==> config.mk <==
export PLATFORM = sky130hd
export DESIGN_NAME = mac_frame_accumulator
export DESIGN_NICKNAME = d
export VERILOG_FILES = /design/src/rtl/mac_frame_accumulator.sv
export SDC_FILE = /design/constraint.sdc
export NUM_CORES = 1
export LEC_CHECK = 0
export CAP_MARGIN = 0
export CELL_PAD_IN_SITES_DETAIL_PLACEMENT = 2
export CELL_PAD_IN_SITES_GLOBAL_PLACEMENT = 2
export CORE_AREA = 5 5 100 102
export CTS_CLUSTER_DIAMETER = 30
export CTS_CLUSTER_SIZE = 28
export DETAILED_ROUTE_END_ITERATION = 10
export DIE_AREA = 0 0 105 107
export GPL_ROUTABILITY_DRIVEN = 0
export PLACE_DENSITY = 0.81
export SLEW_MARGIN = 25
export SYNTH_ARGS = -nofsm -noshare
export SYNTH_HDL_FRONTEND = slang
export SYNTH_SLANG_ARGS = --single-unit
==> constraint.sdc <==
create_clock -name clk -period 2.3 [get_ports clk]
set_input_delay 0.46 -clock clk [delete_from_list [all_inputs] [get_ports clk]]
set_output_delay 0.46 -clock clk [all_outputs]
set_load 0.1 [all_outputs]
==> src/rtl/mac_frame_accumulator.sv <==
// mac_frame_accumulator
//
// Sums ACC_LEN consecutive accepted samples of the upstream MAC result stream
// into one frame total of OUT_W = 2*bus_width+GUARD bits. The total is handed
// to the consumer on a valid/ready handshake together with a sticky
// per-frame overflow flag. While a total is waiting, in_ready_o is low, so the
// upstream sample source is back-pressured.
//
// Build option:
//   MAC_FRAME_ACC_SATURATE_EN  defined   -> accumulator clamps to 2^OUT_W-1 on overflow
//                              undefined -> accumulator wraps modulo 2^OUT_W
//   overflow_o behaves the same in both builds.
//
// Ports:
//   clk          system clock, all state updates on posedge
//   rst_n        asynchronous active-low reset
//   clear_i      synchronous frame abort (highest priority after reset)
//   in_valid_i   data_in_i carries a sample this cycle
//   data_in_i    unsigned MAC result, 2*bus_width bits
//   in_ready_o   block accepts a sample this cycle (registered)
//   sum_out_o    unsigned frame total, OUT_W bits (registered)
//   sum_valid_o  sum_out_o / overflow_o valid
//   sum_ready_i  consumer takes the frame total
//   overflow_o   frame exceeded 2^OUT_W-1 at least once
//
// States:
//   state   | meaning
//   S_IDLE  | no samples in the current frame, acc and cnt are zero
//   S_ACCUM | 1..ACC_LEN-1 samples summed into acc
//   S_DONE  | frame total presented, waiting for sum_ready_i
//
// GUARD must be at least 1.

module mac_frame_accumulator #(
  parameter int bus_width = 8,
  parameter int ACC_LEN   = 4,
  parameter int GUARD     = 2
) (
  input  logic                         clk,
  input  logic                         rst_n,
  input  logic                         clear_i,
  input  logic                         in_valid_i,
  input  logic [2*bus_width-1:0]       data_in_i,
  output logic                         in_ready_o,
  output logic [2*bus_width+GUARD-1:0] sum_out_o,
  output logic                         sum_valid_o,
  input  logic                         sum_ready_i,
  output logic                         overflow_o
);

  localparam int IN_W  = 2 * bus_width;
  localparam int OUT_W = IN_W + GUARD;
  localparam int CNT_W = $clog2(ACC_LEN + 1);

  localparam logic [CNT_W-1:0] LAST_CNT = CNT_W'(ACC_LEN - 1);

  localparam logic [1:0] S_IDLE  = 2'd0;
  localparam logic [1:0] S_ACCUM = 2'd1;
  localparam logic [1:0] S_DONE  = 2'd2;

  logic [1:0]       state_q, state_d;
  logic [OUT_W-1:0] acc_q, acc_d;
  logic [OUT_W-1:0] sum_q, sum_d;
  logic [CNT_W-1:0] cnt_q, cnt_d;
  logic             ovf_q, ovf_d;
  logic             valid_q, valid_d;
  logic             ready_q, ready_d;

  logic [OUT_W:0]   add_full;
  logic [OUT_W-1:0] add_res;
  logic             carry;
  logic             accept;

  // One extra bit on the adder so the carry out of the OUT_W-bit total is visible.
  assign add_full = {1'b0, acc_q} + {{(GUARD + 1){1'b0}}, data_in_i};
  assign carry    = add_full[OUT_W];
  assign accept   = in_valid_i & ready_q;

`ifdef MAC_FRAME_ACC_SATURATE_EN
  // Once clamped, any further nonzero sample carries again, so acc stays at max.
  assign add_res = carry ? {OUT_W{1'b1}} : add_full[OUT_W-1:0];
`else
  assign add_res = add_full[OUT_W-1:0];
`endif

  always_comb begin
    state_d = state_q;
    acc_d   = acc_q;
    sum_d   = sum_q;
    cnt_d   = cnt_q;
    ovf_d   = ovf_q;
    valid_d = valid_q;

    if (clear_i) begin
      // Abort wins over everything, including a same-cycle handshake.
      state_d = S_IDLE;
      acc_d   = '0;
      cnt_d   = '0;
      ovf_d   = 1'b0;
      valid_d = 1'b0;
    end else begin
      case (state_q)
        S_IDLE: begin
          if (accept) begin
            acc_d   = {{GUARD{1'b0}}, data_in_i};
            cnt_d   = CNT_W'(1);
            state_d = S_ACCUM;
          end
        end
        S_ACCUM: begin
          if (accept) begin
            acc_d = add_res;
            cnt_d = cnt_q + CNT_W'(1);
            ovf_d = ovf_q | carry;
            if (cnt_q == LAST_CNT) begin
              // Total is captured from the adder so it is visible in the
              // same period that the last sample is accepted.
              sum_d   = add_res;
              valid_d = 1'b1;
              state_d = S_DONE;
            end
          end
        end
        S_DONE: begin
          if (sum_ready_i) begin
            acc_d   = '0;
            cnt_d   = '0;
            ovf_d   = 1'b0;
            valid_d = 1'b0;
            state_d = S_IDLE;
          end
        end
        default: begin
          acc_d   = '0;
          cnt_d   = '0;
          ovf_d   = 1'b0;
          valid_d = 1'b0;
          state_d = S_IDLE;
        end
      endcase
    end

    // Registered ready: low exactly while a total is being presented.
    ready_d = (state_d != S_DONE);
  end

  always_ff @(posedge clk or negedge rst_n) begin
    if (!rst_n) begin
      state_q <= S_IDLE;
      acc_q   <= '0;
      sum_q   <= '0;
      cnt_q   <= '0;
      ovf_q   <= 1'b0;
      valid_q <= 1'b0;
      ready_q <= 1'b0;
    end else begin
      state_q <= state_d;
      acc_q   <= acc_d;
      sum_q   <= sum_d;
      cnt_q   <= cnt_d;
      ovf_q   <= ovf_d;
      valid_q <= valid_d;
      ready_q <= ready_d;
    end
  end

  assign in_ready_o  = ready_q;
  assign sum_out_o   = sum_q;
  assign sum_valid_o = valid_q;
  assign overflow_o  = ovf_q;

endmodule

== After elaboration in Yosys (flattened, before gate mapping) ==
Cells that the tools add are included.

* Bits of input ports: 21
* Register bits after elaboration: 44
* Output and inout bits: 21
* Logic and storage cells: 50

* Eq/ne operators: 9
* $add $sub $neg: 2
* Bitwise operators: 3
* Muxes and demuxes: 24
* Reductions and logical operators: 5

{| class="wikitable"
|+ Operator list
! cell !! count
|-
| $mux 18 || 4
|-
| $pmux 18 s3 || 1
|-
| $add 18x16->19 || 1
|-
| $mux 3 || 4
|-
| $ne 3x3->1 const B || 4
|-
| $mux 2 || 5
|-
| $pmux 3 s3 || 1
|-
| $reduce_and 4->1 || 2
|-
| $mux 1 || 6
|-
| $pmux 1 s3 || 2
|-
| $pmux 2 s3 || 1
|-
| $reduce_and 3->1 || 2
|-
| $ne 2x2->1 const B || 2
|-
| $add 3x1->3 const B || 1
|-
| $eq 3x2->1 const B || 1
|-
| $eq 2x1->1 const B || 1
|-
| $eq 2x2->1 const B || 1
|-
| $logic_not 2->1 || 1
|-
| $and 1x1->1 || 1
|-
| $not 1->1 || 1
|-
| $or 1x1->1 || 1
|}

== Longest topological paths before layout ==
* Word-level depth: 6
* Depth in mapped cells: 10

== Worst setup path before layout ==
Ideal clock, no wire load.

* Path type: register to register
* From: reg ready_q (netlist: in_ready_o)
* To: reg sum_q[17] (netlist: sum_out_o[17])
* Clock period less this slack: 2,502 ps
* Setup slack: -202 ps
* Arrival time: 2,432 ps
* Stages on the path, launching flop included: 10
* Data required time: 2,229 ps
* Path buffers: 2
* Path through: dfrtp_1 > nand2_1 > or3_1 > buf_2 > nor2_4 > nand2_1 > buf_2 > nor3_1 > a21oi_1 > nand3_1

* Longest elaborated chain between the ends: 2

{| class="wikitable"
|+ RTL lines
! what !! RTL line !! RTL
|-
| from (decl) || 67 || <nowiki>logic ready_q, ready_d;</nowiki>
|-
| from (signal assigned) || 163 || <nowiki>ready_q <= ready_d;</nowiki>
|-
| $and 1x1->1 || 77 || <nowiki>assign accept = in_valid_i & ready_q;</nowiki>
|-
| $reduce_and 4->1 (no source line) || n/a ||
|-
| to (signal assigned) || 159 || <nowiki>sum_q <= sum_d;</nowiki>
|-
| to (decl) || 63 || <nowiki>logic [OUT_W-1:0] sum_q, sum_d;</nowiki>
|}

Every way passes these cells.
A chain may end at the register's enable or synchronous reset.

== Worst setup path after layout ==
* From: reg acc_q[0]
* To: reg acc_q[14]

* Longest elaborated chain between the ends: 4

{| class="wikitable"
|+ RTL lines
! what !! RTL line !! RTL
|-
| from (decl) || 62 || <nowiki>logic [OUT_W-1:0] acc_q, acc_d;</nowiki>
|-
| from (signal assigned) || 150 || <nowiki>acc_q <= '0;</nowiki>
|-
| from (signal assigned) || 158 || <nowiki>acc_q <= acc_d;</nowiki>
|-
| $add 18x16->19 || 75 || <nowiki>assign add_full = {1'b0, acc_q} + {{(GUARD + 1){1'b0}}, data_in_i};</nowiki>
|-
| $mux 18 || 111 || <nowiki>if (accept) begin</nowiki>
|-
| $pmux 18 s3 || 102 || <nowiki>case (state_q)</nowiki>
|-
| $mux 18 || 94 || <nowiki>if (clear_i) begin</nowiki>
|}

Every way passes these cells. The select of a mux whose other input is x is not followed.

==> impl_metrics.env <==
export IMPL_die_w_um=105
export IMPL_synth_simple_area_share=0.1532
export IMPL_tns_ns=-2.192
export IMPL_switching_share=0.3809
export IMPL_seq_area_mm2=0.001102
export IMPL_multi_input_area_mm2=0.001994
export IMPL_pre_cts_ws_ns=-0.8130
export IMPL_rsz0062_at_grt="yes"
export IMPL_setup_ws_ns=-0.3505
export IMPL_core_rowCount=35
export IMPL_synth_top_family_by_area="compound AO/OA/AOI/OAI gates"
export IMPL_met1_usage=0.2712
export IMPL_synthCells=276
export IMPL_antenna_found_initial=0
export IMPL_die_area_mm2=0.01124
export IMPL_syn_area_mm2=0.002728
export IMPL_syn_avg_cell_area_um2=9.883
export IMPL_hold_class="in -> async"
export IMPL_io_pin_count=42
export IMPL_crit_type="reg -> reg"
export IMPL_power_frac_seq=0.341
export IMPL_area_growth_pct=59.50
export IMPL_clk_pin_slew_ns=0.09
export IMPL_ys_warn_count=0
export IMPL_numPortBuffers=41
export IMPL_combPwrFrac=0.408
export IMPL_worstSetupEndpointType="register"
export IMPL_period_minus_slack_ns=2.651
export IMPL_htree_levels=2
export IMPL_failed_checks="negative setup slack"
export IMPL_fp_dieH_um=107
export IMPL_cts_hold_buf=0
export IMPL_synth_ff_type="dfrtp_1"
export IMPL_core_mm2=0.009021
export IMPL_drive_gt1_frac=0.4541
export IMPL_grt_pass1_wl_mm=20.01
export IMPL_clock_sinks=44
export IMPL_drt_wl_total_mm=15.11
export IMPL_nets=431
export IMPL_hold_viol_final=0
export IMPL_final_cells=503
export IMPL_post_drt_wl_per_cell_um=30.03
export IMPL_synth_edf_count=0
export IMPL_grt_use_total=0.2326
export IMPL_synth_mux_area_frac=0.05459
export IMPL_grt_pass1_vias=3327
export IMPL_synth_compound_area_frac=0.2349
export IMPL_grt_overflow=0
export IMPL_ys_seq_area_frac=0.4037
export IMPL_max_clock_path_buffers=2
export IMPL_slew_headroom=0.5841
export IMPL_route_detailed_drc=0
export IMPL_synth_seq_cells=44
export IMPL_start_util=0.3024
export IMPL_maxCapViolations=0
export IMPL_yosysTopAreaCell="dfrtp_1"
export IMPL_worst_pin_slew_ns=0.6238
export IMPL_vias=2948
export IMPL_clock_skew_final_ns=0.01555
export IMPL_drtIter0Drc=207
export IMPL_final_cell_mix="92 x buf_4, 43 x dfrtp_1, 30 x nand2_1, 13 x o21ai_0, 13 x ha_4"
export IMPL_post_route_util=0.4822
export IMPL_diodes=0
export IMPL_synth_net_count=316
export IMPL_fillers=928
export IMPL_ant_nets=0
export IMPL_crit_fanout=3
export IMPL_crit_arrival_ns=2.86
export IMPL_intPower_mw=1.596
export IMPL_clockPowerShare=0.250
export IMPL_synth_cell_types=56
export IMPL_use_met2=0.4042
export IMPL_crit_path_start_kind="register"
export IMPL_max_vdd_ir_drop_uv=427.4
export IMPL_clockRootBuffer="clkbuf_8"
export IMPL_power_net_switching_uw=982.1
export IMPL_synth_xor_area_frac=0.03532
export IMPL_p_total_mw=2.578
export IMPL_cts_made_buffers=5
export IMPL_vias_per_cell=5.861
export IMPL_clk_latency_ns=0.33
export IMPL_cts_tree="done"
export IMPL_fmax_ghz=0.3773
export IMPL_powerDensity_mw_per_mm2=592.7
export IMPL_grt_busiest_layer="met2"
export IMPL_firstDrtPassIters=5
export IMPL_final_common_cell="buf_4"
export IMPL_use_met3=0.03913
export IMPL_yosys_top_cells_area="dfrtp_1 40%, ha_1 8.3%, nand2_1 4.3%"
export IMPL_grt_max_degree=27
export IMPL_finalSetupViolations=19
export IMPL_synth_top_area_share=0.4037
export IMPL_min_period_over_period=1.152
export IMPL_leakage_nw=2.021
export IMPL_dpl_hpwl_mm=7.329
export IMPL_cp_required_ns=2.51
export IMPL_status="finished with violations"
export IMPL_dp_cells=472
export IMPL_drv_slew=0
export IMPL_reg2reg_depth=11
export IMPL_synth_async_reset_ratio=1.000
export IMPL_synth_fa_ha_area_frac=0.08991
[final cells by class]
type	instances	area share
Clock buffer	6	0.01668
Clock inverter	2	0.008053
Inverter	10	0.008628
Multi-Input combinational cell	212	0.4584
Sequential cell	44	0.2534
Tap cell	111	0.03192
Timing Repair Buffer	118	0.2229
[state kept, by name, indices dropped and copies added (netlist names)]
signal,count
state_q,2
in_ready_o,1
sum_out_o,18
cnt_q,3
sum_valid_o,1
overflow_o,1
acc_q,18
[cell families after synthesis]
kind of cell             Yosys count
buffers and inverters             20
flip-flops                        44
multiplexers                      14
AO/OA/AOI/OAI                     86
AND/OR/NAND/NOR                   82
XOR/XNOR                          11
adder cells (fa/ha/maj)           19
[routing by layer]
metal,vias to the layer above,share of wire
met5,-,0
met4,0,0.035
met3,32,0.045
met2,117,0.51
met1,1546,0.41
li1,1253,-
[synth_stat cells (all sizes together), types with 3 or more instances]
cell type and instances:
dfrtp 44, o21ai 21, mux2i 7, mux2 7, nand2 31, a21oi 18, and3 6, a221o 4
nor3 8, nor3b 3, a31oi 5, buf 3, o31ai 3, o211ai 4, a22o 3, xor2 6
clkbuf 7, nor2 15, o21a 3, a21o 4, nand3 5, a32oi 4, xnor2 5, nor2b 6
inv 10, ha 18
[worst paths after layout]
kind	end	slack, ns	from
max in group asynchronous	acc_q[9]	1.51	rst_n
worst max-delay path	acc_q[14]	-0.35	acc_q[0]
worst min register to register	sum_out_o[1]	0.50	sum_out_o[1]
min in group clk	acc_q[14]	0.48	data_in_i[14]
worst max register to register	acc_q[14]	-0.35	acc_q[0]
worst min-delay path	acc_q[4]	0.14	rst_n
[power by group through the flow]
stage / Sequential (mW) / Combinational [mW] / Clock [mW]
2_1_floorplan: 0.925 / 0.346 / 0
3_3_place_gp: 0.870 / 0.679 / 0
3_5_place_dp: 0.877 / 0.723 / 0
4_1_cts: 0.868 / 0.835 / 0.639
5_1_grt: 0.885 / 1.09 / 0.689
6_report: 0.880 / 1.05 / 0.646
[timing repair]
item                                    CTS  global route
resized for setup                        55            49
pin swaps                                21            27
endpoints found under the setup margin   27            22
setup buffers                            10            13
[stage by stage]
stage	hold slack [ns]	cell area, um^2
after floorplan	0.1644	2729
after global placement	0.4649	3617
after detailed placement	0.4721	3617
after CTS	0.1742	4008
after global routing	0.1819	4350
final	0.1426	4350
[critical path: stages, from the launching register on]
cell	delay, ns
dfrtp_1	0.42
ha_2	0.23
inv_2	0.08
fa_2	0.25
nor2b_4	0.07
o2111ai_4	0.24
a31oi_4	0.13
buf_6	0.14
a211o_1	0.34
a21oi_4	0.24
mux2i_1	0.29
nand2_1	0.09
Note: power is estimated with default switching activity, not from simulation.
